<file path="src/rtl/rate_mult_decoder.sv">
// Rate multiplier receive-side decoder: counts qualified pulses over 2^W-enable
// windows and presents each window total with a valid/ready handshake.
module rate_mult_decoder #(
  parameter int unsigned W = 16
) (
  input  logic         CK,
  input  logic         RST,
  input  logic         EN,
  input  logic         PULSE,
  input  logic         START,
  input  logic         STOP,
  output logic [W:0]   RESULT,
  output logic         VALID,
  input  logic         READY,
  output logic         OVERRUN,
  output logic         BUSY
);

  localparam int unsigned RW = W + 1;

  typedef enum logic {
    ST_IDLE = 1'b0,
    ST_RUN  = 1'b1
  } state_t;

  state_t          state_q, state_d;
  logic [W-1:0]    wc_q, wc_d;
  logic [RW-1:0]   acc_q, acc_d;
  logic [RW-1:0]   result_q, result_d;
  logic            valid_q, valid_d;
  logic            overrun_q, overrun_d;
  logic            busy_q, busy_d;

  logic            in_run_c;
  logic            count_c;
  logic            win_end_c;
  logic            accept_c;
  logic [RW-1:0]   total_c;

  // State register
  always_ff @(posedge CK) begin
    if (RST) begin
      state_q <= ST_IDLE;
    end else begin
      state_q <= state_d;
    end
  end

  // Next state: START takes priority over STOP
  always_comb begin
    state_d = state_q;
    case (state_q)
      ST_IDLE: if (START) state_d = ST_RUN;
      ST_RUN: begin
        if (START)     state_d = ST_RUN;
        else if (STOP) state_d = ST_IDLE;
      end
      default: state_d = ST_IDLE;
    endcase
  end

  assign in_run_c  = (state_q == ST_RUN);
  assign count_c   = in_run_c && EN && !START && !STOP;
  assign win_end_c = count_c && (wc_q == {W{1'b1}});
  assign accept_c  = valid_q && READY;
  assign total_c   = acc_q + RW'(PULSE);

  // Window counting, result capture and handshake
  always_comb begin
    wc_d      = wc_q;
    acc_d     = acc_q;
    result_d  = result_q;
    valid_d   = valid_q;
    overrun_d = overrun_q;
    busy_d    = (state_d == ST_RUN);

    if (START || (in_run_c && STOP)) begin
      wc_d  = '0;
      acc_d = '0;
    end else if (count_c) begin
      wc_d  = wc_q + W'(1);
      acc_d = acc_q + RW'(PULSE);
    end

    if (win_end_c) begin
      wc_d  = '0;
      acc_d = '0;
      if (!valid_q || READY) begin
        result_d = total_c;
        valid_d  = 1'b1;
      end else begin
        overrun_d = 1'b1;
      end
    end else if (accept_c) begin
      valid_d = 1'b0;
    end

    // A new window request wipes any earlier loss indication
    if (START) overrun_d = 1'b0;
  end

  always_ff @(posedge CK) begin
    if (RST) begin
      wc_q      <= '0;
      acc_q     <= '0;
      result_q  <= '0;
      valid_q   <= 1'b0;
      overrun_q <= 1'b0;
      busy_q    <= 1'b0;
    end else begin
      wc_q      <= wc_d;
      acc_q     <= acc_d;
      result_q  <= result_d;
      valid_q   <= valid_d;
      overrun_q <= overrun_d;
      busy_q    <= busy_d;
    end
  end

  assign RESULT  = result_q;
  assign VALID   = valid_q;
  assign OVERRUN = overrun_q;
  assign BUSY    = busy_q;

endmodule

</file>
<file path="config.mk">
export PLATFORM = sky130hd
export DESIGN_NAME = rate_mult_decoder
export DESIGN_NICKNAME = d
export VERILOG_FILES = /design/src/rtl/rate_mult_decoder.sv
export SDC_FILE = /design/constraint.sdc
export NUM_CORES = 1
export LEC_CHECK = 0
export ABC_AREA = 1
export BUFFER_PORTS_ARGS = -buffer_cell sky130_fd_sc_hd__buf_2
export CORE_ASPECT_RATIO = 0.9
export CORE_MARGIN = 1.5
export CORE_UTILIZATION = 58
export DETAILED_ROUTE_END_ITERATION = 7
export PLACE_DENSITY_LB_ADDON = 0.3
export REMOVE_ABC_BUFFERS = 1
export SLEW_MARGIN = 20
export SYNTH_ARGS = -nofsm -noshare
export SYNTH_HDL_FRONTEND = slang
export SYNTH_SLANG_ARGS = --single-unit
export TNS_END_PERCENT = 30
</file>
<file path="constraint.sdc">
create_clock -name CK -period 4.69 [get_ports CK]
set_input_delay 0.938 -clock CK [delete_from_list [all_inputs] [get_ports CK]]
set_output_delay 0.938 -clock CK [all_outputs]
set_load 0.02 [all_outputs]
</file>
==> results.cfg <==
[run_status]
run_status = complete, no violations

[place]
numPlacedInstances = 484
dpl_worst_slack_ps = 1870
port_buffers = 26
globalplace.congestion = 0.880
hpwlAfterDp_microns = 3570

[yosys]
sequential_fraction_of_the_synthesis_area_pct = 40.0
area_of_the_mapped_netlist_sq_um = 2660
synthDominantAreaCellType = sky130_fd_sc_hd__dfxtp_1
yosysWarnings = 0
synth_area_leaders = sky130_fd_sc_hd__dfxtp_1, sky130_fd_sc_hd__nand2_1, sky130_fd_sc_hd__nor2_1
post_synthesis_sequential_element_count = 53
synth_largest_type_area_fraction_pct = 40.0
syn_avg_cell_area_sq_um = 6.54
synth.distinct_cells = 28
netlist_instances = 406

[timing]
slew_headroom_pct = 48.2
achievable-frequency_mhz = 398
setup_repair_after_global_routing_missed_its_margin = no
setup_viol = 0
final.setup.worst_slack_ps = 2170
final.min_clock_period_ps = 2520
worstMarginPinSlew_ps = 775
final-max-slew-violation-count = 0
hold_viol = 0
layout_worst_path_cycle_share_pct = 53.6
finClkSkew_ps = 10.7
fin_tns_setup_ps = 0

[drt]
routed_via_density = 4.82
dr_total_vias = 2373
routed_wire_length_per_instance_microns = 10.5
finalWirelength_microns = 5180
antenna_nets_post_route = 0
drtIter0Drc = 152
drt-pass1-iter-count = 4
post-route-drc-count = 0

[power]
power.density_nw_per_um2 = 273
worst_vdd_ir_mv = 0.161
p_leak_uw = 0.00134
post-layout-total-power_uw = 796

[setup_path]
critPathMaxFanout = 23
timing.critical_path.from_type = input pin
worstSetupEndpointType = register
timing_worst_setup_path_type = input pin to register
cp_data_arrival_time_ps = 2710
worst-endpoint-required_ps = 4890

[finish]
flow.area_growth_from_synthesis_pct = 9.71
multiInputGateArea_sq_um = 1320
antenna_diode_count = 0
layoutNonFillerInstCount = 492
fraction_of_layout_cells_with_a_size_suffix_above_1_pct = 10.5
sequential_cell_area_sq_um = 1060
post_layout_net_count = 439
final.fill_count = 418

[grt]
grtUsageMet3_pct = 4.03
grt_antenna_before_repair = 0
gr-max-usage-layer = met2
grt_util_all_layers_pct = 22.6
first_global_vias = 2050
grt_start_max_net_pins = 35
grt.met2_usage_pct = 36.9
routing_usage_on_met1_pct = 30.5
grt_pass1_wl_microns = 8800
globalRoute.totalOverflow = 0

[clock_tree]
worstSkewPairLatency_ps = 310
tritoncts_num_sinks = 53
clk_pin_slew_worst_paths_ps = 100
tritoncts = done
clk_root_buffer_cell = sky130_fd_sc_hd__clkbuf_8
post_cts.resized_instances = 0
cts_setup_buffers = 0
cts.hold.buffers_added = 0
clock_tree.buffer_depth = 2
cts.htree.levels = 2
cts_buffers = 5

[die]
starting_density_pct = 59.9
fp.coreArea_sq_um = 4430
fp.dieArea_sq_um = 4990
std_cell_rows = 23
die_x_microns = 74.3
top_level_pins = 27
floorplan.die.height_microns = 67.2

[min_path]
hold_class = register to register

[run]
maxCapViolations = 0
-- flip-flops by register name, summed over array words and instances (netlist names) --
signal   cells
OVERRUN      1
VALID        1
RESULT      17
wc_q        16
acc_q       17
BUSY         1
-- critical path: stages --
cell                      delay, ps
sky130_fd_sc_hd__buf_2          100
sky130_fd_sc_hd__nor2_1         170
sky130_fd_sc_hd__nand2_1        490
sky130_fd_sc_hd__inv_1          730
sky130_fd_sc_hd__nor2_1          90
sky130_fd_sc_hd__a21oi_1        130
sky130_fd_sc_hd__nor2_1          50
-- cell usage after synthesis, drive strengths merged --
cell type / instances
a21oi: 21
buf: 6
clkbuf: 4
clkinv: 1
dfxtp: 53
ha: 3
inv: 54
nand2: 119
nand3: 10
nand3b: 2
nand4: 6
nor2: 93
nor3: 3
o211ai: 1
o21a: 1
o21ai: 13
o21bai: 2
o31ai: 1
or2: 1
xnor2: 4
xor2: 8
-- cells in the final DEF (no fill, tap or decap), drive strengths merged --
cell and n:
nand2 119, bufinv 1, clkinvlp 1, clkinv 1, xnor2 4, or2 1, a21oi 21, inv 54
o21ai 13, nor2 93, dfxtp 53, ha 3, clkbuf 6, o21bai 2, nand4 6, xor2 8
nor3 3, o21a 1, o211ai 1, buf 26, nand3 10, o31ai 1, nand3b 2
-- final timing paths --
kind / from / endpoint / slack, ps / depth (start not counted)
setup / recovery: STOP / acc_q[3]$_SDFFE_PP0P_ / 2170 / 7
hold / removal: OVERRUN$_SDFFE_PP0P_ / OVERRUN$_SDFFE_PP0P_ / 480 / 1
setup reg to reg: BUSY$_SDFF_PP0_ / acc_q[3]$_SDFFE_PP0P_ / 2540 / 7
hold reg to reg: OVERRUN$_SDFFE_PP0P_ / OVERRUN$_SDFFE_PP0P_ / 480 / 1
-- per-layer routing --
| metal | share of wire (%) | wire length, microns |
|---|---|---|
| met1 | 50 | 2590 |
| met2 | 46 | 2360 |
| met3 | 3.5 | 180 |
| met4 | 0.93 | 48 |
| met5 | 0 | 0 |
-- per-stage QoR --
stage / util, % / hold WS (ps) / instance area, sq um
after floorplan: - / 445 / 2580
after global placement: 63.0 / 445 / 2790
after detailed placement: 63.0 / 462 / 2790
after CTS: 65.7 / 485 / 2910
after global routing: 65.7 / 510 / 2910
final: 65.7 / 477 / 2910
-- cells by family after synthesis --
logic type / count (synthesis) / synth area share, %
and+or+nand+nor: 234 / 36.4
buffers and inverters: 65 / 10.4
DFF: 53 / 40.0
AOI/OAI and AO/OA: 39 / 7.82
xor gates and xnor gates: 12 / 3.96
adders and majority gates: 3 / 1.41
-- layout make-up --
cell class                      instances  area share [%]
Clock buffer                            6            2.84
Clock inverter                          2            1.29
Inverter                               55            7.09
Multi-Input combinational cell        288            45.2
Sequential cell                        53            36.4
Tap cell                               62            2.66
Timing Repair Buffer                   26            4.47
-- report_power, final --
group          switching, uW  internal [uW]  total [uW]
Sequential             0.769            451         451
Clock                    151            174         324
Combinational           15.0           5.10        20.2
(Power assumes the default switching activity.)
